[config.mk]
export PLATFORM = sky130hd
export DESIGN_NAME = wavelet_bank_scheduler
export DESIGN_NICKNAME = d
export VERILOG_FILES = /design/src/rtl/wavelet_bank_scheduler.sv
export SDC_FILE = /design/constraint.sdc
export NUM_CORES = 1
export LEC_CHECK = 0
export CORE_MARGIN = 10
export CORE_UTILIZATION = 25
export DETAILED_ROUTE_END_ITERATION = 16
export HOLD_SLACK_MARGIN = 0.08
export PLACE_DENSITY = 0.49
export SYNTH_ARGS = -nofsm -noshare
export SYNTH_HDL_FRONTEND = slang
export SYNTH_SLANG_ARGS = --single-unit
[constraint.sdc]
create_clock -name clk -period 7.4 [get_ports clk]
set_input_delay 1.85 -clock clk [delete_from_list [all_inputs] [get_ports clk]]
set_output_delay 1.85 -clock clk [all_outputs]
set_load 0.1 [all_outputs]
[src/rtl/wavelet_bank_scheduler.sv]
// Sample-strobe divider plus round-robin scheduler that serialises a bank of FIR results onto one valid/ready port.
// Latency: capture edge then grant edge (o_valid two cycles after i_fir_valid); throughput one word per two cycles.
module wavelet_bank_scheduler #(
    parameter int NUM_FILTERS = 8,
    parameter int DATA_WIDTH  = 16,
    parameter int SAMPLE_DIV  = 4,
    localparam int IW = (NUM_FILTERS > 1) ? $clog2(NUM_FILTERS) : 1
) (
    input  logic                              clk,
    input  logic                              reset,
    input  logic                              i_enable,
    output logic                              o_sample_en,
    input  logic [NUM_FILTERS-1:0]            i_fir_valid,
    input  logic [NUM_FILTERS*DATA_WIDTH-1:0] i_fir_data,
    output logic                              o_valid,
    input  logic                              i_ready,
    output logic [DATA_WIDTH-1:0]             o_data,
    output logic [IW-1:0]                     o_index,
    output logic [NUM_FILTERS-1:0]            o_overrun,
    input  logic                              i_clear_overrun
);

    localparam int CW = (SAMPLE_DIV > 1) ? $clog2(SAMPLE_DIV) : 1;
    localparam logic [CW-1:0] DIV_LAST = CW'(SAMPLE_DIV - 1);

    localparam logic [0:0] SCAN = 1'b0;
    localparam logic [0:0] HOLD = 1'b1;

    logic [CW-1:0]          div_cnt;
    logic [0:0]             state;
    logic [IW-1:0]          rr_ptr;
    logic [NUM_FILTERS-1:0] pending;
    logic [DATA_WIDTH-1:0]  holding [NUM_FILTERS];

    logic                   sel_found;
    logic [IW-1:0]          sel_idx;
    logic                   grant;
    logic [NUM_FILTERS-1:0] grant_vec;
    logic [NUM_FILTERS-1:0] ovr_evt;

    function automatic logic [IW-1:0] wrap_add(input logic [IW-1:0] a, input int b);
        int s;
        s = int'(a) + b;
        if (s >= NUM_FILTERS) s = s - NUM_FILTERS;
        return IW'(s);
    endfunction

    // Strobe is combinational so it lands in the same cycle the count reaches its last value.
    assign o_sample_en = !reset && i_enable && (div_cnt == DIV_LAST);

    always_ff @(posedge clk) begin
        if (reset) begin
            div_cnt <= '0;
        end else if (i_enable) begin
            div_cnt <= (div_cnt == DIV_LAST) ? '0 : div_cnt + 1'b1;
        end
    end

    always_comb begin
        sel_found = 1'b0;
        sel_idx   = '0;
        for (int i = 0; i < NUM_FILTERS; i++) begin
            if (!sel_found && pending[wrap_add(rr_ptr, i)]) begin
                sel_found = 1'b1;
                sel_idx   = wrap_add(rr_ptr, i);
            end
        end
    end

    assign grant     = (state == SCAN) && sel_found;
    assign grant_vec = grant ? (NUM_FILTERS'(1) << sel_idx) : '0;
    // A capture landing on the index being granted this edge refills an emptied slot, not an overrun.
    assign ovr_evt   = i_fir_valid & pending & ~grant_vec;

    always_ff @(posedge clk) begin
        if (reset) begin
            pending   <= '0;
            o_overrun <= '0;
            for (int k = 0; k < NUM_FILTERS; k++) holding[k] <= '0;
        end else begin
            pending   <= (pending & ~grant_vec) | i_fir_valid;
            o_overrun <= (i_clear_overrun ? '0 : o_overrun) | ovr_evt;
            for (int k = 0; k < NUM_FILTERS; k++) begin
                if (i_fir_valid[k]) holding[k] <= i_fir_data[k*DATA_WIDTH +: DATA_WIDTH];
            end
        end
    end

    always_ff @(posedge clk) begin
        if (reset) begin
            state   <= SCAN;
            o_valid <= 1'b0;
            o_data  <= '0;
            o_index <= '0;
            rr_ptr  <= '0;
        end else begin
            case (state)
                SCAN: begin
                    if (sel_found) begin
                        o_data  <= holding[sel_idx];
                        o_index <= sel_idx;
                        o_valid <= 1'b1;
                        rr_ptr  <= wrap_add(sel_idx, 1);
                        state   <= HOLD;
                    end
                end
                HOLD: begin
                    if (i_ready) begin
                        o_valid <= 1'b0;
                        state   <= SCAN;
                    end
                end
                default: begin
                    o_valid <= 1'b0;
                    state   <= SCAN;
                end
            endcase
        end
    end

endmodule

Word-level counts from Yosys, hierarchy flattened
Memory sizes are Yosys's and may differ from the RTL's. A register that Yosys moved wholly into a read port is not among the register bits.
Cells that the tools add are included.
{ "totals": {"ff_bits": 26, "latchBits": 0, "ramBits": 128, "mem_bits_ro": 0, "inputBits": 141, "out_inout_bits": 29, "word_cells": 166, "memories": 1} }
{ "mem_list": {"columns": ["name", "depth", "word_bits", "rd", "rd_clocked_by_memory_dff", "wr", "line_no", "rtl"], "rows": [
  ["holding", 8, 16, 1, 1, 8, "33", "logic [DATA_WIDTH-1:0] holding [NUM_FILTERS];"]
]} }
{ "op_classes": {"n_addsub": 18, "multipliers": 0, "div_mod_pow": 0, "magnitude_cmp": 17, "n_eq_ne": 3, "shifts": 1, "mux": 84, "n_bitwise": 15, "n_reduce_logical": 20} }
{ "ops": {"columns": ["cell", "n"], "rows": [
  ["two-way mux 16 bit", 8],
  ["two-way mux 3 bit", 17],
  ["two-way mux 1 bit", 46],
  ["greater-or-equal comparator 4 bit (second input constant)", 8],
  ["less-than comparator 3 x 4 -> 1 bit (second input constant)", 8],
  ["subtractor 3 x 1 -> 3 bit (second input constant)", 9],
  ["AND 8 bit", 3],
  ["binary-select mux 1 bit (select 3 bit)", 8],
  ["adder 3 x 3 -> 4 bit (second input constant)", 4],
  ["two-way mux 8 bit", 2],
  ["bitwise OR 8 bit", 2],
  ["logical AND 1 bit", 10],
  ["adder 3 x 1 -> 4 bit (second input constant)", 2],
  ["adder 3 x 2 -> 4 bit (second input constant)", 2],
  ["logical NOT 1 bit", 8],
  ["NOT 8 bit", 1],
  ["bitwise OR 1 bit", 8],
  ["<< shifter 1 x 3 -> 8 bit (first input constant)", 1],
  ["greater-or-equal comparator 3 x 4 -> 1 bit (second input constant)", 1],
  ["!= test 2 bit (second input constant)", 2],
  ["one-hot mux 1 bit (2 select lines)", 2],
  ["AND reduction 2 bit", 2],
  ["adder 2 x 1 -> 2 bit (second input constant)", 1],
  ["== test 2 bit (second input constant)", 1],
  ["other kinds (2)", 2]
]} }

Longest topological paths before layout
{ "depth": {"word_depth": 31, "mapped_depth": 18, "mapped_depth_nobuf": 13} }

Worst setup path after synthesis
OpenSTA, ideal clock, no wires.
{ "synth_timing": {"path_kind": "input port to output port", "startpoint": "in reset", "endpoint": "out o_sample_en", "arrival_time_ns": 2.985, "required_time_ns": 5.550, "slack_ns": 2.565, "cell_stages": 3, "n_path_buf": 1, "path_cell_list": "inv_1 -> clkbuf_1 -> and3_1"} }
{ "synth_between": {"elab_chain_len": 3} }
{ "synth_lines": {"columns": ["element", "line_no", "rtl"], "rows": [
  ["start: declaration", "10", "input logic reset,"],
  ["logical NOT 1 bit", "49", "assign o_sample_en = !reset && i_enable && (div_cnt == DIV_LAST);"],
  ["logical AND 1 bit (2 in series)", "49", null],
  ["end: declaration", "12", "output logic o_sample_en,"]
]} }
Every way passes these cells.

Worst setup path after layout
{ "layout_timing": {"startpoint": "reg rr_ptr[1]", "endpoint": "reg o_data[0] (read register of holding)"} }
{ "layout_between": {"elab_chain_len": 27, "word_cells_on_any_way": 78, "cone_classes": "15 x add/sub; 8 x order compare; 40 x mux; 15 x reduce/logical"} }
{ "layout_lines": {"columns": ["element", "line_no", "rtl"], "rows": [
  ["start: declaration", "31", "logic [IW-1:0] rr_ptr;"],
  ["start signal: assignment", "103", "rr_ptr <= wrap_add(sel_idx, 1);"],
  ["branches (longest 27 deep; another with adder 3 x 1 -> 4 bit)", null, null],
  ["end: declaration", "17", "output logic [DATA_WIDTH-1:0] o_data,"]
]} }
Parallel ways; which one is timed is not known. The select of a mux whose other input is x is not followed.
A chain may end at the register's enable or synchronous reset.

==> out/metrics.yaml <==
place:
  port_buffers: 169
  globalplace.congestion: 0.834
  dpl_worst_slack_ns: 2.13
  dp_hpwl_mm: 22.2
worst_setup_path:
  cpPeakStageDelay_ns: 0.80
  crit_type: "flop to flop"
  crit_required_ns: 7.70
  crit_path_frequent_cell: "mux2_2"
  end_kind: "flop"
  path_cells: "inv_1, ha_1, mux4_2, mux2_2, nor4_1, o31ai_1, o32ai_4, buf_4, mux2_2, a221oi_1, nand3_1"
  cp.arrival_ns: 5.66
  path_max_fanout: 71
  critPathSlowestCell: "dfxtp_1"
  cp-start-kind: "flop"
timing:
  hold_violations: 0
  setup_viol: 0
  skew_ns: 0.0120
  min_period_ns: 5.36
  tightestPinTransition_ns: 1.12
  drv_slew: 0
  finalWorstSetupSlack_ns: 2.04
  period_share_pct: 72.4
  rsz0062_at_grt: "false"
  timing.fmax_ghz: 0.187
  setup-tns-final_ns: 0
  slew_headroom_pct: 24.7
clock_tree:
  cts.repair.resized: 0
  cts_tree: "built"
  cts_buffers: 17
  cts-root-buf: "clkbuf_16"
  cts_hold_buf: 0
  clock-sinks: 170
  cts_buffer_depth: 2
  clk_latency_ns: 0.43
  post_cts_buffers: 0
  cts.clk_slew.worst_paths_ns: 0.07
  h-tree-depth: 4
yosys:
  synth_ff_type: "edfxtp_1"
  syn_nets: 845
  syn_avg_cell_area_um2: 12.4
  syn_area_mm2: 0.00865
  yosys.area.top_type: "edfxtp_1"
  synth_warnings: 0
  synth_top_area_share_pct: 44.5
  ys_seq_area_share_pct: 54.2
  ys_top_cells_by_area: "edfxtp_1 44%, dfxtp_1 9.7%, mux2_2 5.9%"
  synth_cells: 700
  async_reset_ff_share_pct: 0
  synth.ff_latch_count: 170
  ys_types: 62
  synth_edf_count: 128
die:
  coreArea_mm2: 0.0344
  dieArea_mm2: 0.0424
  io_pins: 170
  die_x_um: 206
  rows: 68
  die_h_um: 206
  start_util_pct: 25.2
final_layout:
  syn2layout_area_growth_pct: 30.4
  nets: 990
  final_cell_mix: "167 x clkdlybuf4s50_1, 128 x edfxtp_1, 50 x and3_1, 48 x and2_1, 45 x mux2_2"
  nFillCells: 3496
  drive_gt1_share_pct: 15.5
  n_antenna_cell: 0
  final_common_cell: "clkdlybuf4s50_1"
power:
  ir_worst_vdd_uv: 442
  p_leak_nw: 4.22
  power_density_mw_per_mm2: 409
route:
  wl_per_cell_um: 22.8
  viasPerCell: 4.74
  routed_wl_mm: 29.9
  first_pass_iters: 5
  antenna_left: 0
  initialDrtViolationCount: 420
  drc: 0
  route.vias.total: 6230
grt:
  antenna_found_initial: 0
  grt_pass1_vias: 6395
  grt_util_all_layers_pct: 14.1
  met2_usage_pct: 22.1
  grtUsageMet3_pct: 3.43
  top_usage_layer: "met2"
  grt_pass1_wl_mm: 44.0
  grt_max_degree: 77
  met1_usage_pct: 19.0
  overflow: 0
worst_hold_path:
  hold_path.class: "flop to flop"
status:
  outcome: "complete, no violations"
flow_run:
  timing.max_cap.violations: 0
[final cells by class]
type                    instances  area [um^2]  area share (%)
well taps                     455          569            5.05
repair buffers                176         1740            15.4
inverters                      14         52.6           0.466
multi-input cells             466         3690            32.7
flip-flops and latches        170         4680            41.5
clock inverters                14          114            1.01
clock buffers                  18          429            3.81
[layer usage]
layer	vias up	routed length, um
li1	2969	-
met1	3065	14000
met2	175	13900
met3	21	1580
met4	0	376
met5	-	0
[metrics by stage]
step,cell area (um^2),hold slack [ns],instances,power [mW],utilization (%)
finish,11300,0.477,1313,4.61,32.8
global placement,10700,0.456,1281,3.80,31.2
CTS,11300,0.482,1313,4.64,32.8
floorplan,8650,0.465,700,3.14,-
detailed placement,10700,0.465,1281,3.78,31.2
global route,11300,0.497,1313,4.86,32.8
[worst max-delay path, delay by kind of cell (launching register included)]
family | cells | cell delay, ns
compound gates | 3 | 0.67
fa+ha+maj | 1 | 0.67
buf+inv | 2 | 1.05
flops | 1 | 0.80
mux | 3 | 1.48
simple gates | 2 | 0.39
[cells by family (layout without fill, tap and decap cells)]
group	after synthesis	in the layout	synth area share (%)
xor+xnor	4	4	0.405
compound gates	83	83	8.42
buf+inv	64	222	3.39
mux	94	94	14.0
flops	170	170	54.2
simple gates	281	281	19.0
fa+ha+maj	4	4	0.579
[cells in the mapped netlist, types with 7 or more instances]
library cell,n
a21oi_1,9
a221oi_1,9
a221oi_2,7
and2_1,48
and3_1,50
buf_2,15
clkbuf_1,26
dfxtp_1,42
edfxtp_1,128
inv_1,14
mux2_1,14
mux2_2,45
mux2_4,11
mux2i_1,12
mux4_2,11
nand2_1,16
nand3_1,22
nand4_1,33
nor2_1,36
nor2b_1,36
nor3_1,8
nor3b_1,16
or2_2,7
[sequential cells by signal, summed over array words and instances, names as in the netlist]
signal,flops
div_cnt,2
pending,8
o_valid,1
holding,128
o_index,3
rr_ptr,3
o_data,16
state,1
o_overrun,8
[worst paths after layout]
path	slack (ns)	to	cells past startpoint	startpoint
max	2.04	o_data[0]	11	rr_ptr[1]
min	0.48	o_overrun[5]	1	o_overrun[5]
max reg2reg	2.04	o_data[0]	11	rr_ptr[1]
min reg2reg	0.48	o_overrun[5]	1	o_overrun[5]
[where the power goes]
| group | leakage, nW | switching (mW) | total (mW) | internal (mW) |
|---|---|---|---|---|
| sequential | 1.72 | 0.0936 | 1.24 | 1.15 |
| combinational | 2.24 | 1.54 | 2.51 | 0.975 |
| clock | 0.266 | 0.416 | 0.854 | 0.438 |
Note: power is estimated with default switching activity, not from simulation.
